`src/rtl/dtw_pkg.sv`:
```
// Shared definitions for the DTW processor front end.
// Holds the memory geometry, template length, derived counter width and
// the fetch FSM state encoding.
package dtw_pkg;

    localparam int ADDR_W    = 10;               // template memory address width
    localparam int DATA_W    = 32;               // template word width
    localparam int SEQ_LEN   = 20;               // words per template
    localparam int IDX_W     = 6;                // template index width
    localparam int MEM_DEPTH = 1 << ADDR_W;      // words in template memory
    localparam int CNT_W     = $clog2(SEQ_LEN + 1);

    typedef enum logic [1:0] {
        IDLE  = 2'd0,
        FETCH = 2'd1,
        DRAIN = 2'd2
    } state_t;

endpackage

```
`src/rtl/dtw_tmpl_fetch_if.sv`:
```
// Bus bundle between the template fetch stage, the template memory and the
// DTW core template input.
//   mem_addr/mem_CS/mem_WR : fetch -> memory (CS active-low, WR=0 is read)
//   mem_rdata              : memory -> fetch
//   o_data/o_valid/o_last  : fetch -> core stream
//   i_ready                : core -> fetch
// master = fetch stage side, slave = memory + core side.
interface dtw_tmpl_fetch_if;

    logic [dtw_pkg::ADDR_W-1:0] mem_addr;
    logic                       mem_CS;
    logic                       mem_WR;
    logic [dtw_pkg::DATA_W-1:0] mem_rdata;
    logic [dtw_pkg::DATA_W-1:0] o_data;
    logic                       o_valid;
    logic                       o_last;
    logic                       i_ready;

    modport master (
        output mem_addr, mem_CS, mem_WR, o_data, o_valid, o_last,
        input  mem_rdata, i_ready
    );

    modport slave (
        input  mem_addr, mem_CS, mem_WR, o_data, o_valid, o_last,
        output mem_rdata, i_ready
    );

endinterface

```
`src/rtl/dtw_skid_fifo.sv`:
```
// 2-entry FIFO with registered output. Slot 0 is always the head, so dout
// comes straight from a flop. Push and pop in the same cycle are legal at
// any occupancy, including full; a push into a full FIFO without a pop is
// dropped, and a pop from an empty FIFO is ignored.
// Ports:
//   clk, rst   : clock, synchronous active-high reset
//   push, din  : write strobe and data
//   pop        : consume the head entry
//   dout, valid: head entry and non-empty flag
//   count      : occupancy 0..2
module dtw_skid_fifo #(
    parameter int W = 32
) (
    input  logic         clk,
    input  logic         rst,
    input  logic         push,
    input  logic [W-1:0] din,
    input  logic         pop,
    output logic [W-1:0] dout,
    output logic         valid,
    output logic [1:0]   count
);

    logic [W-1:0] slot0, slot1;
    logic [1:0]   cnt;
    logic         do_pop, do_push;

    assign do_pop  = pop & (cnt != 2'd0);
    assign do_push = push & ((cnt != 2'd2) | do_pop);

    always_ff @(posedge clk) begin
        if (rst) begin
            slot0 <= '0;
            slot1 <= '0;
            cnt   <= 2'd0;
        end else begin
            case ({do_push, do_pop})
                2'b10: begin
                    if (cnt == 2'd0) slot0 <= din;
                    else             slot1 <= din;
                    cnt <= cnt + 2'd1;
                end
                2'b01: begin
                    slot0 <= slot1;
                    cnt   <= cnt - 2'd1;
                end
                2'b11: begin
                    // occupancy unchanged; new word lands behind whatever
                    // remains after the head leaves
                    if (cnt == 2'd1) begin
                        slot0 <= din;
                    end else begin
                        slot0 <= slot1;
                        slot1 <= din;
                    end
                end
                default: ;
            endcase
        end
    end

    assign dout  = slot0;
    assign valid = (cnt != 2'd0);
    assign count = cnt;

endmodule

```
`src/rtl/dtw_tmpl_fetch.sv`:
```
// Template fetch stage: on i_start reads SEQ_LEN consecutive words of
// template i_idx from the single-port synchronous template memory and
// streams them to the DTW core with valid/ready.
// Ports:
//   clk, rst        : clock, synchronous active-high reset
//   i_start, i_idx  : start request and template index (sampled in IDLE)
//   bus (master)    : memory port (mem_addr/mem_CS/mem_WR/mem_rdata) and
//                     core stream (o_data/o_valid/o_last/i_ready)
//   o_busy          : high outside IDLE
//   o_done          : pulse the cycle after the last word is accepted
//   o_err           : pulse when the requested template is out of range
module dtw_tmpl_fetch
    import dtw_pkg::*;
(
    input  logic             clk,
    input  logic             rst,
    input  logic             i_start,
    input  logic [IDX_W-1:0] i_idx,
    dtw_tmpl_fetch_if.master bus,
    output logic             o_busy,
    output logic             o_done,
    output logic             o_err
);

    state_t            state, state_nx;
    logic [ADDR_W-1:0] addr_q;      // next address to issue
    logic [ADDR_W-1:0] addr_hold;   // last issued address
    logic [CNT_W-1:0]  issue_cnt;
    logic [CNT_W-1:0]  acc_cnt;
    logic              inflight;    // read issued last cycle, data on bus now
    logic              done_q, err_q;

    logic [ADDR_W:0]   base;
    logic [ADDR_W+1:0] last_addr;
    logic              in_range;
    logic              start_go, start_bad;
    logic              issue, pop, last_word;
    logic [2:0]        occ;
    logic [1:0]        fifo_cnt;
    logic              fifo_valid;
    logic [DATA_W-1:0] fifo_dout;

    // full-width base so an out-of-range index cannot alias into memory
    assign base      = (ADDR_W+1)'(i_idx) * (ADDR_W+1)'(SEQ_LEN);
    assign last_addr = {1'b0, base} + (ADDR_W+2)'(SEQ_LEN - 1);
    assign in_range  = last_addr <= (ADDR_W+2)'(MEM_DEPTH - 1);

    assign pop       = fifo_valid & bus.i_ready;
    assign last_word = (acc_cnt == CNT_W'(SEQ_LEN - 1));
    // words that will occupy the buffer after this cycle if no new issue
    assign occ       = 3'(fifo_cnt) + 3'(inflight) - 3'(pop);

    // ---------------- FSM: state register ----------------
    always_ff @(posedge clk) begin
        if (rst) state <= IDLE;
        else     state <= state_nx;
    end

    // ---------------- FSM: next state ----------------
    always_comb begin
        state_nx = state;
        case (state)
            IDLE:    if (i_start && in_range) state_nx = FETCH;
            FETCH:   if (issue && issue_cnt == CNT_W'(SEQ_LEN - 1)) state_nx = DRAIN;
            DRAIN:   if (pop && last_word) state_nx = IDLE;
            default: state_nx = IDLE;
        endcase
    end

    // ---------------- FSM: outputs ----------------
    always_comb begin
        start_go  = 1'b0;
        start_bad = 1'b0;
        issue     = 1'b0;
        o_busy    = (state != IDLE);
        case (state)
            IDLE: begin
                start_go  = i_start & in_range;
                start_bad = i_start & ~in_range;
            end
            // credit keeps buffer + in-flight within the 2 entries
            FETCH:   issue = (occ <= 3'd1);
            default: ;
        endcase
    end

    // ---------------- datapath ----------------
    always_ff @(posedge clk) begin
        if (rst) begin
            addr_q    <= '0;
            addr_hold <= '0;
            issue_cnt <= '0;
            acc_cnt   <= '0;
            inflight  <= 1'b0;
            done_q    <= 1'b0;
            err_q     <= 1'b0;
        end else begin
            inflight <= issue;
            done_q   <= (state == DRAIN) & pop & last_word;
            err_q    <= start_bad;
            if (start_go) begin
                addr_q    <= base[ADDR_W-1:0];
                issue_cnt <= '0;
                acc_cnt   <= '0;
            end
            if (issue) begin
                addr_hold <= addr_q;
                addr_q    <= addr_q + 1'b1;
                issue_cnt <= issue_cnt + 1'b1;
            end
            if (pop) acc_cnt <= acc_cnt + 1'b1;
        end
    end

    dtw_skid_fifo #(.W(DATA_W)) u_buf (
        .clk   (clk),
        .rst   (rst),
        .push  (inflight),
        .din   (bus.mem_rdata),
        .pop   (pop),
        .dout  (fifo_dout),
        .valid (fifo_valid),
        .count (fifo_cnt)
    );

    // CS must stay low in the capture cycle or the memory releases the bus;
    // the address then repeats the last issue and that extra read is ignored.
    assign bus.mem_CS   = ~(issue | inflight);
    assign bus.mem_addr = issue ? addr_q : addr_hold;
    assign bus.mem_WR   = 1'b0;
    assign bus.o_data   = fifo_dout;
    assign bus.o_valid  = fifo_valid;
    assign bus.o_last   = fifo_valid & last_word;

    assign o_done = done_q;
    assign o_err  = err_q;

endmodule

```
`src/flat_wrapper.sv`:
```
// flat-port wrapper written by rule: the top's interface ports become plain ports
module dtw_tmpl_fetch_flat import dtw_pkg::*;
  (clk, rst, i_start, i_idx, o_busy, o_done, o_err, bus_mem_addr, bus_mem_CS, bus_mem_WR, bus_o_data, bus_o_valid, bus_o_last, bus_mem_rdata, bus_i_ready);
  dtw_tmpl_fetch_if bus_i ();
  input  logic clk;
  input  logic rst;
  input  logic i_start;
  input  logic [IDX_W-1:0] i_idx;
  output logic o_busy;
  output logic o_done;
  output logic o_err;
  output wire logic [$bits(bus_i.mem_addr)-1:0] bus_mem_addr;
  output wire logic [$bits(bus_i.mem_CS)-1:0] bus_mem_CS;
  output wire logic [$bits(bus_i.mem_WR)-1:0] bus_mem_WR;
  output wire logic [$bits(bus_i.o_data)-1:0] bus_o_data;
  output wire logic [$bits(bus_i.o_valid)-1:0] bus_o_valid;
  output wire logic [$bits(bus_i.o_last)-1:0] bus_o_last;
  input wire logic [$bits(bus_i.mem_rdata)-1:0] bus_mem_rdata;
  input wire logic [$bits(bus_i.i_ready)-1:0] bus_i_ready;
  assign bus_mem_addr = bus_i.mem_addr;
  assign bus_mem_CS = bus_i.mem_CS;
  assign bus_mem_WR = bus_i.mem_WR;
  assign bus_o_data = bus_i.o_data;
  assign bus_o_valid = bus_i.o_valid;
  assign bus_o_last = bus_i.o_last;
  assign bus_i.mem_rdata = bus_mem_rdata;
  assign bus_i.i_ready = bus_i_ready;
  dtw_tmpl_fetch u_core (.clk(clk), .rst(rst), .i_start(i_start), .i_idx(i_idx), .bus(bus_i), .o_busy(o_busy), .o_done(o_done), .o_err(o_err));
endmodule
```
`config.mk`:
```
export PLATFORM = sky130hd
export DESIGN_NAME = dtw_tmpl_fetch_flat
export DESIGN_NICKNAME = d
export VERILOG_FILES = /design/src/rtl/dtw_pkg.sv /design/src/rtl/dtw_tmpl_fetch_if.sv /design/src/rtl/dtw_skid_fifo.sv /design/src/rtl/dtw_tmpl_fetch.sv /design/src/flat_wrapper.sv
export SDC_FILE = /design/constraint.sdc
export NUM_CORES = 1
export LEC_CHECK = 0
export CORE_MARGIN = 2
export CORE_UTILIZATION = 52
export CTS_BUF_LIST = sky130_fd_sc_hd__clkbuf_16
export CTS_CLUSTER_DIAMETER = 100
export DETAILED_ROUTE_END_ITERATION = 12
export PLACE_DENSITY = 0.76
export SETUP_SLACK_MARGIN = 0.3
export SYNTH_ARGS = -nofsm -noshare
export SYNTH_HDL_FRONTEND = slang
export SYNTH_HIERARCHICAL = 1
export SYNTH_SLANG_ARGS = --single-unit
```
`constraint.sdc`:
```
create_clock -name clk -period 6.2 [get_ports clk]
set_input_delay 1.55 -clock clk [delete_from_list [all_inputs] [get_ports clk]]
set_output_delay 1.55 -clock clk [all_outputs]
set_load 0.02 [all_outputs]
```
Yosys cells after proc, flatten, opt, wreduce, memory -nomap -nowiden

Index checks and enable logic that the tools add are counted.

Reduce and logical (&&, ||, !) cells: 16
Multiplexer cells: 19
Bitwise logic cells: 13
Equality and inequality tests: 15
Multipliers: 1
$add $sub $neg: 8
$lt $le $gt $ge: 2

Operator list:

| cell                                                   | number |
|---|---|
| two-way mux 32 bit                                     | 4 |
| one-hot mux 32 bit (3 select lines)                    | 1 |
| one-hot mux 32 bit (2 select lines)                    | 1 |
| two-way mux 10 bit                                     | 3 |
| two-way mux 5 bit                                      | 3 |
| adder 11 x 5 -> 12 bit (second input constant)         | 1 |
| <= comparator 12 x 10 -> 1 bit (second input constant) | 1 |
| nonzero test 2 bit                                     | 6 |
| adder 10 x 1 -> 10 bit (second input constant)         | 1 |
| adder 5 x 1 -> 5 bit (second input constant)           | 2 |
| == test 5 bit (second input constant)                  | 2 |
| multiplier 6 x 3 -> 9 bit (second input constant)      | 1 |
| bitwise AND 1 bit                                      | 8 |
| inequality test 2 bit (second input constant)          | 4 |
| == test 2 x 1 -> 1 bit (second input constant)         | 3 |
| == test 2 bit (second input constant)                  | 3 |
| two-way mux 2 bit                                      | 3 |
| inequality test 2 x 1 -> 1 bit (second input constant) | 3 |
| one-hot mux 2 bit (3 select lines)                     | 1 |
| AND reduction 3 bit                                    | 2 |
| zero test 2 bit                                        | 2 |
| one-hot mux 2 bit (2 select lines)                     | 1 |
| adder 2 x 1 -> 3 bit                                   | 1 |
| <= comparator 3 x 1 -> 1 bit (second input constant)   | 1 |
| other kinds (10)                                       | 16 |

Output and inout port bits: 49
Word-level logic and storage cells: 85
Bits in registers: 101
Input port bits: 42

Depth between registers and ports, before layout

Gate-level depths: netlist (run 1).

Depth after elaboration: 8
Mapped depth: 17

By module

Netlist (run 1), hierarchy kept.

Modules (own cells, without submodules):

| module         | area each (um^2) | sequential area each (um^2) | cells an instance | instances |
|---|---|---|---|---|
| dtw_skid_fifo  | 2678.8           | 1321.3                      | 304               | 1 |
| dtw_tmpl_fetch | 1935.6           | 700.7                       | 246               | 1 |

Worst setup path before layout (run 1)

OpenSTA, ideal clock, no wires.

Path kind: input to output
Start: input bus_i_ready
End: output bus_mem_addr[3]
Buffers on the path: 1
Slack: 0.737 ns
Cell stages on the path: 10
Required time: 4.650 ns
Arrival time: 3.913 ns
Path through: nand2_1 > inv_1 > ha_1 > inv_1 > ha_1 > fa_1 > xnor2_1 > or3_1 > clkbuf_1 > o21ai_0

Cells in the longest elaborated chain, start to end: 5

RTL lines:

| what                         | line                 | source |
|---|---|---|
| start, declared              | flat_wrapper.sv:19   | `input wire logic [$bits(bus_i.i_ready)-1:0] bus_i_ready;` |
| bitwise AND 1 bit            | dtw_tmpl_fetch.sv:48 | `assign pop = fifo_valid & bus.i_ready;` |
| via u_core.pop               | dtw_tmpl_fetch.sv:37 | `logic issue, pop, last_word;` |
| subtractor 3 x 1 -> 3 bit    | dtw_tmpl_fetch.sv:51 | `assign occ = 3'(fifo_cnt) + 3'(inflight) - 3'(pop);` |
| <= comparator 3 x 1 -> 1 bit | dtw_tmpl_fetch.sv:82 | `FETCH: issue = (occ <= 3'd1);` |
| two-way mux 1 bit            | dtw_tmpl_fetch.sv:76 | `case (state)` |
| two-way mux 10 bit           | --                   |  |
| end, declared                | flat_wrapper.sv:12   | `output wire logic [$bits(bus_i.mem_addr)-1:0] bus_mem_addr;` |

The timed path passes the listed nets, and every way through them passes these cells.

Final worst setup path (run 1)

Start: input bus_i_ready
End: output bus_mem_addr[8]

Same word-level chain as after synthesis.

==> results of run 1 <==
layout make-up:
cell class                 count  share of cell area
multi-input combinational    401              0.4095
sequential                   101              0.3469
timing repair buffer          97              0.1578
clock buffer                   9             0.03863
tap                          108             0.02318
clock inverter                 7             0.01374
inverter                      16             0.01030
stage by stage:
step,worst slack (ns),power [mW]
detailed placement,0.08415,1.296
global placement,0.1555,1.282
CTS,0.3073,1.866
finish,0.4602,1.861
global route,0.3009,1.945
floorplan,0.7374,1.094
worst min-delay path by stage:
stage,from,endpoint,slack (ns)
5_1_grt,u_core/addr_hold[2],u_core/addr_hold[2],0.49
4_1_cts,u_core/addr_hold[2],u_core/addr_hold[2],0.47
3_5_place_dp,u_core/addr_hold[9],u_core/addr_hold[9],0.46
3_3_place_gp,u_core/addr_hold[1],u_core/addr_hold[1],0.46
6_report,u_core/addr_hold[1],u_core/addr_hold[1],0.47
2_1_floorplan,u_core/addr_hold[0],u_core/addr_hold[0],0.44
worst max-delay path, stage by stage:
cell	delay, ns
clkdlybuf4s50_1	0.44
nand2_1	0.09
inv_1	0.06
ha_1	0.27
inv_1	0.04
ha_1	0.18
fa_1	0.37
xnor2_1	0.16
or3_4	0.42
buf_8	0.18
nand2_1	0.09
nand2_1	0.05
clkdlybuf4s15_1	0.28
placed cells by master, fill, tap and decap left out, drive strengths merged, types with 2 or more instances in the layout:
master | netlist | layout
nand2 | 111 | 111
dfxtp | 101 | 101
nor2 | 95 | 95
clkdlybuf4s50 | 0 | 77
a311oi | 35 | 35
mux2i | 34 | 34
a21oi | 28 | 28
inv | 16 | 19
clkbuf | 17 | 17
ha | 16 | 16
nor3 | 10 | 10
nand3 | 9 | 9
buf | 15 | 9
o21ai | 8 | 8
xnor2 | 7 | 7
nand2b | 6 | 6
a221oi | 4 | 4
a211oi | 4 | 4
and2 | 3 | 3
nand4 | 3 | 3
xor2 | 3 | 3
clkinv | 0 | 3
clkdlybuf4s15 | 0 | 2
o22ai | 2 | 2
nor4 | 2 | 2
and3 | 2 | 2
nor2b | 2 | 2
fa | 2 | 2
layer usage:
metal	vias up	GRT usage	wire length, um
li1	2045	-	-
met1	1937	0.2625	4687
met2	105	0.3941	5340
met3	12	0.05512	588
met4	0	0.05163	129
met5	-	0	0
synthesized netlist by cell type (2+ instances only):
| cell | instances |
|---|---|
| nand2_1 | 110 |
| dfxtp_1 | 101 |
| nor2_1 | 95 |
| a311oi_1 | 35 |
| mux2i_1 | 34 |
| a21oi_1 | 25 |
| clkbuf_1 | 17 |
| ha_1 | 16 |
| inv_1 | 16 |
| buf_2 | 10 |
| nand3_1 | 9 |
| nor3_1 | 9 |
| o21ai_0 | 7 |
| xnor2_1 | 7 |
| nand2b_1 | 6 |
| a221oi_1 | 4 |
| buf_4 | 4 |
| a21oi_2 | 3 |
| and2_1 | 3 |
| nand4_1 | 3 |
| xor2_1 | 3 |
| a211oi_1 | 2 |
| a211oi_2 | 2 |
| and3_1 | 2 |
| fa_1 | 2 |
| nor2b_1 | 2 |
| nor4_1 | 2 |
| o22ai_1 | 2 |
kinds of logic after synthesis:
| group | Yosys count | share of synthesized area |
|---|---|---|
| compound gates | 89 | 0.1445 |
| xor+xnor | 10 | 0.01898 |
| fa+ha+maj | 18 | 0.05206 |
| buf+inv | 48 | 0.04664 |
| flops | 101 | 0.4382 |
| mux | 34 | 0.07375 |
| other cells | 1 | 0.0008127 |
| simple gates | 249 | 0.2251 |
power by group through the flow:
stage	sequential, mW	clock, mW	combinational (mW)
floorplan	0.815	0	0.279
global placement	0.778	0	0.503
detailed placement	0.780	0	0.517
CTS	0.766	0.585	0.514
global route	0.775	0.605	0.565
finish	0.767	0.576	0.518
registers in the layout, summed over array words and instances (netlist names):
name and count:
u_core/u_buf/count 2, u_core/issue_cnt 5, u_core/addr_q 10, u_core/u_buf/slot1 32, u_core/o_done 1, u_core/state 2
u_core/addr_hold 10, u_core/o_err 1, u_core/acc_cnt 5, u_core/inflight 1, u_core/u_buf/dout 32
repair_timing:
action / CTS / global route
cloned: 0 / 0
gates resized for setup: 10 / 23
hold buffers: 0 / 0
endpoints found under the setup margin: 10 / 11
==> metrics.txt, run 1 <==
DRT antenna net count=0; Max Freq=174.2 MHz; first-pass GRT wire length=17.56 mm; Final Net Count=686; RSZ-0062 raised after global routing=false; Seq pwr share=0.412; Critical Path End=bus_mem_addr[8]; drt drc=0; Seq/Total Area, Yosys=0.4382; Yosys top cell by area=dfxtp_1; Comb pwr share=0.279; Max Slew Vio Count=0; Worst R2R Start=u_core/u_buf/count[1]; Yosys Warn Count=6; routed len/inst=14.54 um; Sink Count=101; clk_skew=0.009139 ns; H-tree Lvls=3; setup tns final=0 ns; worst hold path type=register to register; Worst Path Required=4.65 ns; crit path DAT=4.19 ns; Worst Tran Pin Value=1.223 ns; Clock transition at path regs=0.07 ns; routability cong.=0.9079; number of port buffers=89; DR vias=4099; Synth Flop Type=dfxtp_1; worst-case clock buffer depth=2; Layout area overhead=26.33%; full die area=9643 um^2; initial antenna violation count=0; I/O pin cnt=91; cts bufs inserted=9; r2r setup slk=2.98 ns; share of cells above drive strength 1=0.07290; Mapped Nets=610; fill count=727; Slew headroom=0.1828; Peak VDD IR=170.8 uV; Clock Latency Late Sink=0.34 ns; async set or reset register ratio after synthesis=0; sw frac=0.3222; Post-DP Area=5545 um^2; minimum hold slack=0.4708 ns; Synth area leaders=dfxtp_1 44%, nand2_1 8.9%, nor2_1 7.7%, mux2i_1 7.4%, a311oi_1 6.6%; Iteration-0 DRC Markers=202; number of global-route vias before repair=3907; Chip Width=98.20 um; Max FO, Critical Path=23; TritonRoute pass-1 iters=4; CP Capture Type=output port; setup bufs post-CTS=0; final period utilization=0.9258; Synth Instances=550; CORE AREA=8678 um^2; outcome=finished clean; Non-Filler Instances=739; setup violators final=0; placed insts=723; TritonCTS clock tree=yes; Util after Layout=0.6717; flops & latches, synth=101; total track usage=0.2188; Multi-input gate area=2387 um^2; GRT overflow=0; HPWL after DPL=7.257 mm; proportion of power drawn by the clock network=0.309; P_leak=2.446 nW; Rows=34; Die H=98.20 um; Root Buffer=clkbuf_16; net switching power=0.5996 mW; post-synth top area share=0.4382; Antenna diodes=0; Post-synth EDFFs=0; Design Area, Final=5829 um^2; critical path class=input port to output port; PD cells=319.2 nW/um^2; max cap viols=0; Setup crit start=bus_i_ready; Internal=1.261 mW; final hold vios=0; Final min period=5.740 ns; Syn Area/Cell=8.390 um^2; synthesized cell area=4614 um^2; Worst Hold Depth=2; Via-to-Cell Ratio=5.547; Worst R2R Path Depth=15; Initial Util=0.5317; largest net degree at the start of global routing=65; flip-flop and latch area=2022 um^2; number of unique standard cell types used by synthesis=47; CP Launch Type=input port; final WL=10.75 mm; RR Endpoint=u_core/addr_q[9]
Note: power is estimated with default switching activity, not from simulation.
==> inputs of run 2 (changes only) <==
CAP_MARGIN = 15   (was not set)
CELL_PAD_IN_SITES_DETAIL_PLACEMENT = 0   (was not set)
CELL_PAD_IN_SITES_GLOBAL_PLACEMENT = 2   (was not set)
CORE_UTILIZATION = 30   (was 52)
PLACE_DENSITY = 0.75   (was 0.76)
SKIP_LAST_GASP = 1   (was not set)
==> metrics.txt, run 2 (same netlist as run 1, synthesis figures left out) <==
first-pass GRT wire length=19.24 mm; placed insts=806; setup tns final=0 ns; TritonCTS clock tree=yes; Die H=128.0 um; fill count=1566; clk_skew=0.01059 ns; Initial Util=0.3058; Clock transition at path regs=0.07 ns; Hold EP=u_core/addr_hold[5]; Power Total=1.831 mW; Seq pwr share=0.419; Max FO, Critical Path=10; DRT antenna net count=0; proportion of power drawn by the clock network=0.295; Peak VDD IR=141.8 uV; Layout area overhead=28.85%; number of global-route vias before repair=3838; Iteration-0 DRC Markers=216; crit path DAT=4.20 ns; share of cells above drive strength 1=0.06782; initial antenna violation count=0; cts bufs inserted=9; Chip Width=128.0 um; minimum hold slack=0.4643 ns; Design Area, Final=5946 um^2; CP Launch Type=input port; routed len/inst=14.57 um; commonest cells after routing, fill and taps aside=110 x nand2_1, 101 x dfxtp_1, 95 x nor2_1; I/O pin cnt=91; crit path cell chain=clkdlybuf4s50_1 -> nand2_1 -> inv_1 -> ha_1 -> inv_1 -> ha_1 -> fa_1 -> xnor2_1 -> or3_4 -> buf_4 -> nand2_1 -> nand2_1 -> dlygate4sd2_1; setup violators final=0; H-tree Lvls=3; RSZ-0062 raised after global routing=true; sw frac=0.3338; number of port buffers=89; Critical Path Most Common Cell=nand2_1; Max Freq=173.8 MHz; DR vias=4065; CORE AREA=15090 um^2; GRT overflow=0; critical path class=input port to output port; max cap viols=0; Sink Count=101; largest net degree at the start of global routing=65; Final min period=5.755 ns; commonest non-fill, non-tap cell in the layout=nand2_1; Root Buffer=clkbuf_16; Clock Latency Late Sink=0.35 ns; Internal=1.220 mW; slowest stage delay, CP=0.44 ns; Via-to-Cell Ratio=4.945; Final Net Count=689; Post-DP Area=5668 um^2; Rows=45; worst hold path type=register to register; P_leak=2.458 nW; outcome=finished clean; total track usage=0.1488; Max Slew Vio Count=0; HPWL after DPL=7.940 mm; Non-Filler Instances=822; full die area=16390 um^2; Antenna diodes=0; worst-case clock buffer depth=2; Util after Layout=0.3940; Worst R2R Start=u_core/u_buf/count[1]; CP Capture Type=output port; Worst Path Required=4.65 ns; RR Endpoint=u_core/addr_q[9]; Multi-input gate area=2387 um^2; min-delay src=u_core/addr_hold[5]; slowest cell on the critical path=clkdlybuf4s50_1; PD cells=308.0 nW/um^2; Setup WS post-layout=0.4455 ns; Worst Hold Depth=2; routability cong.=0.7527; Worst Tran Pin Value=0.9216 ns; net switching power=0.6113 mW; Slew headroom=0.3856; final hold vios=0; TritonRoute pass-1 iters=4; Setup WS pre-CTS=0.1666 ns; hold buffer count at cts=0; drt drc=0; final period utilization=0.9282; Worst R2R Path Depth=17; r2r setup slk=2.46 ns; final WL=11.97 mm; Comb pwr share=0.285; flip-flop and latch area=2022 um^2
## run 2: cell count changes in the layout (fill, tap and decap cells not counted), sizes merged
cell,before,now
clkbuf,17,10
dlygate4sd2,0,5
buf,9,12
clkdlybuf4s15,2,4
bufinv,1,0
clkinvlp,0,1
## run 2: area by class of cell
class,instances,share of cell area
multi-input combinational,401,0.4015
sequential,101,0.3401
timing repair buffer,100,0.1614
tap,188,0.03956
clock buffer,9,0.03788
inverter,16,0.01010
clock inverter,7,0.009470
## run 2: how the worst max path moves through the flow
| stage | start | slack [ns] | depth (start not counted) | to |
|---|---|---|---|---|
| 4_1_cts | bus_i_ready | 0.37 | 13 | bus_mem_addr[1] |
| 2_1_floorplan | bus_i_ready | 0.74 | 10 | bus_mem_addr[3] |
| 3_5_place_dp | bus_i_ready | 0.17 | 11 | bus_mem_addr[3] |
| 5_1_grt | bus_i_ready | 0.27 | 13 | bus_mem_addr[6] |
| 3_3_place_gp | bus_i_ready | 0.18 | 13 | bus_mem_addr[0] |
| 6_report | bus_i_ready | 0.45 | 13 | bus_mem_addr[4] |
## run 2: worst max-delay path: cells and delay by family
kind          cells  cell delay [ns]
fa+ha+maj         3             0.82
buf+inv           5             1.04
simple gates      4             0.64
xor+xnor          1             0.16
## run 2: power groups by stage
stage / registers [mW] / logic, mW / clock network [mW]
finish: 0.768 / 0.523 / 0.541
detailed placement: 0.783 / 0.527 / 0
global route: 0.778 / 0.574 / 0.593
floorplan: 0.815 / 0.279 / 0
CTS: 0.769 / 0.526 / 0.566
global placement: 0.783 / 0.521 / 0
## run 2: timing repair
item / in CTS / in global routing
setup buffers: 0 / 0
resized for setup: 10 / 8
pin swaps: 0 / 0
setup endpoints to repair: 10 / 11
## run 2: per-layer routing
layer  vias to the layer above  routed length (um)  global-route usage
met2                        86                5559              0.2375
met4                         0                 119             0.04202
met5                         -                   0                   0
li1                       2047                   -                   -
met3                        10                 649             0.04925
met1                      1922                5646              0.1926
